### config.mk
export PLATFORM = sky130hd
export DESIGN_NAME = systolic_feeder
export DESIGN_NICKNAME = d
export VERILOG_FILES = /design/src/rtl/systolic_feeder.sv
export SDC_FILE = /design/constraint.sdc
export NUM_CORES = 1
export LEC_CHECK = 0
export BUFFER_PORTS_ARGS = -buffer_cell sky130_fd_sc_hd__buf_2
export CORE_ASPECT_RATIO = 0.5
export CORE_MARGIN = 2
export CORE_UTILIZATION = 52
export DETAILED_ROUTE_END_ITERATION = 10
export PLACE_DENSITY = 0.84
export SYNTH_ARGS = -nofsm -noshare
export SYNTH_HDL_FRONTEND = slang
export SYNTH_SLANG_ARGS = --single-unit
### constraint.sdc
create_clock -name clk -period 1.96 [get_ports clk]
set_input_delay 0.392 -clock clk [delete_from_list [all_inputs] [get_ports clk]]
set_output_delay 0.392 -clock clk [all_outputs]
set_load 0.01 [all_outputs]
### src/rtl/systolic_feeder.sv
// systolic_feeder: operand buffers for A and B plus the wavefront sequencer
// that clears the systolic array, streams skewed rows/columns into it and
// flags completion. Every output is registered.
`timescale 1ns/1ps
module systolic_feeder #(
  parameter int DATA_WIDTH = 8,
  parameter int A_ROWS     = 2,
  parameter int A_COLS     = 2,
  parameter int B_COLS     = 2,
  localparam int ROW_MAX   = (A_ROWS > A_COLS) ? A_ROWS : A_COLS,
  localparam int COL_MAX   = (A_COLS > B_COLS) ? A_COLS : B_COLS,
  localparam int ROW_W     = (ROW_MAX > 1) ? $clog2(ROW_MAX) : 1,
  localparam int COL_W     = (COL_MAX > 1) ? $clog2(COL_MAX) : 1
) (
  input  logic                  clk,
  input  logic                  reset,
  input  logic                  wr_en,
  input  logic                  wr_sel,
  input  logic [ROW_W-1:0]      wr_row,
  input  logic [COL_W-1:0]      wr_col,
  input  logic [DATA_WIDTH-1:0] wr_data,
  input  logic                  start,
  output logic                  busy,
  output logic                  arr_clr,
  output logic [DATA_WIDTH-1:0] a_out [A_ROWS],
  output logic [DATA_WIDTH-1:0] b_out [B_COLS],
  output logic                  done
);

  // Feed length: the last element enters the far corner PE after this many cycles.
  localparam int FEED_LEN = A_COLS + A_ROWS + B_COLS - 2;
  localparam int CNT_W    = (FEED_LEN > 0) ? $clog2(FEED_LEN + 1) : 1;
  localparam logic [CNT_W-1:0] CNT_LAST = CNT_W'(FEED_LEN - 1);

  typedef enum logic [1:0] {
    S_IDLE  = 2'd0,
    S_CLEAR = 2'd1,
    S_FEED  = 2'd2,
    S_DONE  = 2'd3
  } state_t;

  state_t                  state, state_nxt;
  logic [CNT_W-1:0]        cnt, cnt_nxt;
  logic [DATA_WIDTH-1:0]   a_buf [A_ROWS][A_COLS];
  logic [DATA_WIDTH-1:0]   b_buf [A_COLS][B_COLS];
  logic [DATA_WIDTH-1:0]   a_nxt [A_ROWS];
  logic [DATA_WIDTH-1:0]   b_nxt [B_COLS];

  // State and feed counter registers.
  always_ff @(posedge clk or negedge reset) begin
    if (!reset) begin
      state <= S_IDLE;
      cnt   <= '0;
    end else begin
      state <= state_nxt;
      cnt   <= cnt_nxt;
    end
  end

  // Next-state logic: one clear cycle, FEED_LEN feed cycles, one done cycle.
  always_comb begin
    state_nxt = state;
    cnt_nxt   = cnt;
    case (state)
      S_IDLE:  if (start) state_nxt = S_CLEAR;
      S_CLEAR: begin
        state_nxt = S_FEED;
        cnt_nxt   = '0;
      end
      S_FEED: begin
        if (cnt == CNT_LAST) begin
          state_nxt = S_DONE;
          cnt_nxt   = '0;
        end else begin
          cnt_nxt = cnt + CNT_W'(1);
        end
      end
      S_DONE:  state_nxt = S_IDLE;
      default: state_nxt = S_IDLE;
    endcase
  end

  // Operand buffers: writable only while idle. Matching against constant
  // loop indices means out-of-range addresses simply hit no element.
  always_ff @(posedge clk or negedge reset) begin
    if (!reset) begin
      for (int r = 0; r < A_ROWS; r++)
        for (int c = 0; c < A_COLS; c++)
          a_buf[r][c] <= '0;
      for (int r = 0; r < A_COLS; r++)
        for (int c = 0; c < B_COLS; c++)
          b_buf[r][c] <= '0;
    end else if (wr_en && (state == S_IDLE)) begin
      for (int r = 0; r < A_ROWS; r++)
        for (int c = 0; c < A_COLS; c++)
          if (!wr_sel && (int'(wr_row) == r) && (int'(wr_col) == c))
            a_buf[r][c] <= wr_data;
      for (int r = 0; r < A_COLS; r++)
        for (int c = 0; c < B_COLS; c++)
          if (wr_sel && (int'(wr_row) == r) && (int'(wr_col) == c))
            b_buf[r][c] <= wr_data;
    end
  end

  // Skewed wavefront for the upcoming cycle: lane i carries element t-i.
  // Signed int arithmetic keeps negative offsets from matching any element.
  always_comb begin
    for (int i = 0; i < A_ROWS; i++) begin
      a_nxt[i] = '0;
      if (state_nxt == S_FEED)
        for (int k = 0; k < A_COLS; k++)
          if ((int'(cnt_nxt) - i) == k) a_nxt[i] = a_buf[i][k];
    end
    for (int j = 0; j < B_COLS; j++) begin
      b_nxt[j] = '0;
      if (state_nxt == S_FEED)
        for (int k = 0; k < A_COLS; k++)
          if ((int'(cnt_nxt) - j) == k) b_nxt[j] = b_buf[k][j];
    end
  end

  // Registered outputs, derived from the state being entered.
  always_ff @(posedge clk or negedge reset) begin
    if (!reset) begin
      busy    <= 1'b0;
      arr_clr <= 1'b0;
      done    <= 1'b0;
      for (int i = 0; i < A_ROWS; i++) a_out[i] <= '0;
      for (int j = 0; j < B_COLS; j++) b_out[j] <= '0;
    end else begin
      busy    <= (state_nxt != S_IDLE);
      arr_clr <= (state_nxt == S_CLEAR);
      done    <= (state_nxt == S_DONE);
      for (int i = 0; i < A_ROWS; i++) a_out[i] <= a_nxt[i];
      for (int j = 0; j < B_COLS; j++) b_out[j] <= b_nxt[j];
    end
  end

endmodule

# ---- Yosys cells after proc, flatten, opt, wreduce, memory -nomap -nowiden
# Cells that the tools add are included.
dict set report totals {
  reg_bits 104
  out_inout_bits 35
}
dict set report classes {
  reduce_logical 26
  eq_ne 9
  bitwise_logic 2
  n_addsub 2
  muxes 17
}
# op n
set ops {}
lappend ops {{2-to-1 mux 8 bit} 12}
lappend ops {{logical NOT 32 bit} 2}
lappend ops {{AND reduction 2 bit} 8}
lappend ops {{logical AND 1 bit} 13}
lappend ops {{== test 2 bit (second input constant)} 4}
lappend ops {{one-hot mux 2 bit (4 select lines)} 1}
lappend ops {{== test 3 x 2 -> 1 bit (second input constant)} 2}
lappend ops {{one-hot mux 3 bit (2 select lines)} 1}
lappend ops {{== test 2 x 1 -> 1 bit (second input constant)} 2}
lappend ops {{== test 4 x 2 -> 1 bit (second input constant)} 1}
lappend ops {{2-to-1 mux 2 bit} 2}
lappend ops {{subtractor 3 x 1 -> 4 bit (second input constant)} 1}
lappend ops {{adder 3 x 1 -> 3 bit (second input constant)} 1}
lappend ops {{2-to-1 mux 3 bit} 1}
lappend ops {{logical NOT 2 bit} 1}
lappend ops {{NOT 1 bit} 2}
lappend ops {{nonzero test 2 bit} 1}
lappend ops {{logical NOT 1 bit} 1}

# ---- Depth between registers and ports, before layout
dict set report depth {
  depth_word 8
  depth_mapped 7
  ltp_nobuf 6
}

# ---- Worst setup path before layout
# Ideal clock, no wire load.
dict set report synth_path {
  path_type {register to register}
  startpoint {reg state[0]}
  endpoint {reg a_buf[16] (netlist name)}
  slack_ps 149
  path_buffers 0
  setup_time_ps 125
  stages_incl_launch_ff 6
  arrival_time_ps 1686
  path_cell_list {dfrtp_1 > inv_1 > ha_1 > nand2_1 > nor4b_4 > mux2_2}
}
dict set report synth_via {
  elab_chain_cells 3
}
# element line_no
set synth_lines {}
lappend synth_lines {{start: declaration} 42} ;# state_t state, state_nxt;
lappend synth_lines {{start signal: assignment} 55} ;# state <= state_nxt;
lappend synth_lines {{logical NOT 2 bit} 93} ;# end else if (wr_en && (state == S_IDLE)) begin
lappend synth_lines {{logical AND 1 bit} 93}
lappend synth_lines {{AND reduction 2 bit (no line)} -}
lappend synth_lines {{end signal: indexed assignment} 97} ;# a_buf[r][c] <= wr_data;
lappend synth_lines {{end: declaration} 44} ;# logic [DATA_WIDTH-1:0] a_buf [A_ROWS][A_COLS];
# No other way between the ends.
# A chain may end at the register's enable or synchronous reset.

==> results.py <==
metrics = {
    "run_status": {
        "status": "completed",
    },
    "placement": {
        "gp_congestion": 0.807,
        "place_area_sq_um": 4800,
        "place_ws_ps": -140,
        "dp_hpwl_um": 5980,
        "numPortBuffers": 49,
    },
    "setup_path": {
        "critPathMostFrequentCell": "inv_1",
        "start_kind": "register",
        "path_cells": "inv_1, ha_2, buf_4, inv_1, a2111oi_0",
        "slowest_delay_ps": 540,
        "slowest_stage": "a2111oi_0",
        "worstPathRequired_ps": 2160,
        "cp_max_fo": 19,
        "cp-end-kind": "register",
        "path_class": "register to register",
        "arrival_ps": 2140,
    },
    "route": {
        "wl_um": 9950,
        "ant_nets": 0,
        "vias_per_cell": 5.72,
        "drt_pass1_iterations": 4,
        "first_iter_violations": 234,
        "drc_errors": 0,
        "vias": 2801,
        "avgRoutedWirePerCell_um": 20.3,
    },
    "synthesis": {
        "postSynth.asyncResetShare_pct": 100,
        "synthFlopType": "dfrtp_1",
        "synth_edf_count": 0,
        "yosys.area.top_type": "dfrtp_1",
        "synth_top_family_by_area": "multiplexers",
        "synth-adder-area-share_pct": 1.41,
        "ys_seq_elements": 104,
        "ys_seq_area_share_pct": 61.2,
        "synth.mux.area_fraction_pct": 17.9,
        "yosys-top-cells-area": "dfrtp_1 (61%), mux2_2 (15%), a2111oi_0 (3.3%)",
        "synth_area_per_cell_sq_um": 14.1,
        "synthCells": 301,
        "synth_top_area_share_pct": 61.2,
        "synth_fp_nets": 320,
        "synth_area_sq_um": 4250,
        "synth-warning-count": 0,
        "synth_compound_area_share_pct": 7.50,
        "synthXorXnorAreaFrac_pct": 0,
        "yosys.area_share.simple_pct": 9.94,
        "synth.distinct_cells": 35,
    },
    "clock_tree": {
        "clk_pin_slew_ps": 70,
        "cts_max_path_buffers": 2,
        "insertion_delay_ps": 340,
        "cts_root_buf": "clkbuf_16",
        "cts-htree-levels": 3,
        "cts_tree": "done",
        "cts.sinks": 104,
        "cts_buffers": 9,
    },
    "pwr": {
        "swShare_pct": 34.7,
        "cellLeakagePower_nw": 2.46,
        "peakVddDrop_mv": 0.623,
        "power_frac_comb_pct": 36.1,
        "seqPwrFrac_pct": 42.3,
        "power_density_nw_per_um2": 1580,
        "p_int_mw": 5.35,
        "p_clk_share_pct": 21.7,
        "power_switching_mw": 2.84,
        "fin_total_pwr_mw": 8.19,
    },
    "layout": {
        "drive_gt1_share_pct": 46.6,
        "synthToLayoutAreaGrowth_pct": 22.0,
        "multi_input_area_sq_um": 1650,
        "regArea_sq_um": 2600,
        "layout.nets": 394,
        "fin_area_sq_um": 5190,
        "fillers": 529,
        "antenna_cells": 0,
        "final_core_util_pct": 65.1,
    },
    "floorplan": {
        "initial_core_util_pct": 53.4,
        "die_h_um": 68.0,
        "io_pins": 50,
        "core_area_sq_um": 7970,
        "dieArea_sq_um": 8960,
        "fp-row-count": 23,
        "dieWidth_um": 132,
    },
    "sta": {
        "setup_viol": 0,
        "worst_pin_slew_ps": 772,
        "finalHoldViolations": 0,
        "drv_slew": 0,
        "fmax_mhz": 516,
        "timing.hold.ws_ps": 436,
        "skew_ps": 8.30,
        "worst_slack_ps": 20.3,
        "fin_crit_sh_pct": 99.0,
        "fin_crit_ps": 1940,
        "maxSlewHeadroom_pct": 48.5,
        "grt_setup_unrepaired": "yes",
    },
    "global_routing": {
        "track_usage_pct": 22.6,
        "grt_max_degree": 52,
        "grt_overflow": 0,
        "grt_pass1_vias": 2873,
        "antenna_found_initial": 0,
        "grt_pass1_wl_um": 15100,
    },
    "flow_run": {
        "maxCapViolations": 0,
    },
    "worst_hold_path": {
        "hp-class": "input port to register",
    },
}
==> flip-flops by register name, summed over array words and instances (netlist names) <==
register,flops
state,2
b_buf,32
done,1
b_out,16
busy,1
arr_clr,1
a_buf,32
a_out,16
cnt,3
==> cell families after synthesis <==
kind of cell	after synthesis
AOI/OAI and AO/OA	37
adders and majority gates	5
buffers and inverters	18
DFF	104
muxes	65
and+or+nand+nor	72
==> cell usage after synthesis (2+ instances only) <==
cell type,number
a2111oi_0,16
a21o_1,2
a32oi_1,16
and2_1,2
buf_2,5
buf_4,2
clkbuf_1,5
dfrtp_1,104
ha_1,4
inv_1,5
mux2_2,56
mux2_4,8
nand2_1,34
nor2_1,19
nor3b_4,2
nor4b_4,2
==> stage by stage <==
stage                     setup TNS, ps  cells
after floorplan                       0    301
after global placement             -342    474
after detailed placement          -1700    474
after CTS                         -24.0    489
after global routing               -338    490
final                                 0    490
==> per-layer routing <==
metal  global-route usage (%)  up-vias  share of wire (%)
li1                         -     1238                  -
met1                     27.3     1440                 41
met2                     39.3      103                 51
met3                     6.22       20                6.2
met4                     9.92        0                1.8
met5                        0        -                  0
==> final timing paths <==
| kind | from | end | slack (ps) | cells after the start |
|---|---|---|---|---|
| setup / recovery | state[1]$_DFF_PN0_ | b_out[11]$_DFF_PN0_ | 20 | 5 |
| hold / removal | wr_data[5] | a_buf[13]$_DFFE_PN0P_ | 440 | 2 |
| setup reg to reg | state[1]$_DFF_PN0_ | b_out[11]$_DFF_PN0_ | 20 | 5 |
| hold reg to reg | b_buf[2]$_DFFE_PN0P_ | b_buf[2]$_DFFE_PN0P_ | 510 | 1 |
| max in group asynchronous | reset | a_buf[11]$_DFFE_PN0P_ | 820 | 3 |
| min in group asynchronous | reset | b_buf[31]$_DFFE_PN0P_ | 520 | 2 |
==> worst max-delay path: cells and delay by family (launching register included) <==
family          cells  cell delay (ps)
buf+inv             3              510
compound gates      1              540
flops               1              350
fa+ha+maj           1              380
==> area by class of cell <==
cell class                      instances  share of cell area, %
Sequential cell                       104                   50.2
Multi-Input combinational cell        180                   31.7
Timing Repair Buffer                   75                   9.38
Clock buffer                           10                   4.61
Tap cell                              112                   2.70
Clock inverter                          4                   1.06
Inverter                                5                  0.362
==> layout by cell type, fill, tap and decap left out, types with 7 or more instances in the layout <==
master / n
nor2_1: 19
buf_4: 22
mux2_2: 56
a2111oi_0: 7
clkbuf_16: 9
nand2_1: 34
mux2_4: 8
a32oi_1: 16
buf_2: 48
dfrtp_1: 104
==> power groups by stage <==
stage | clock network [mW] | registers, mW | logic (mW)
global placement | 0 | 3.39 | 2.50
CTS | 1.79 | 3.45 | 2.72
detailed placement | 0 | 3.46 | 2.62
floorplan | 0 | 3.47 | 1.63
global route | 1.90 | 3.54 | 3.14
finish | 1.77 | 3.46 | 2.95
==> what timing repair did <==
item                                    CTS  global route
gates resized for setup                   5            17
pin swaps                                 0             1
hold buffers                              1             0
endpoints found under the hold margin    29             0
cloned                                    0             1
setup buffers                             0             0
endpoints found under the setup margin   18            45
No activity file was read; power rests on OpenSTA's default activity.
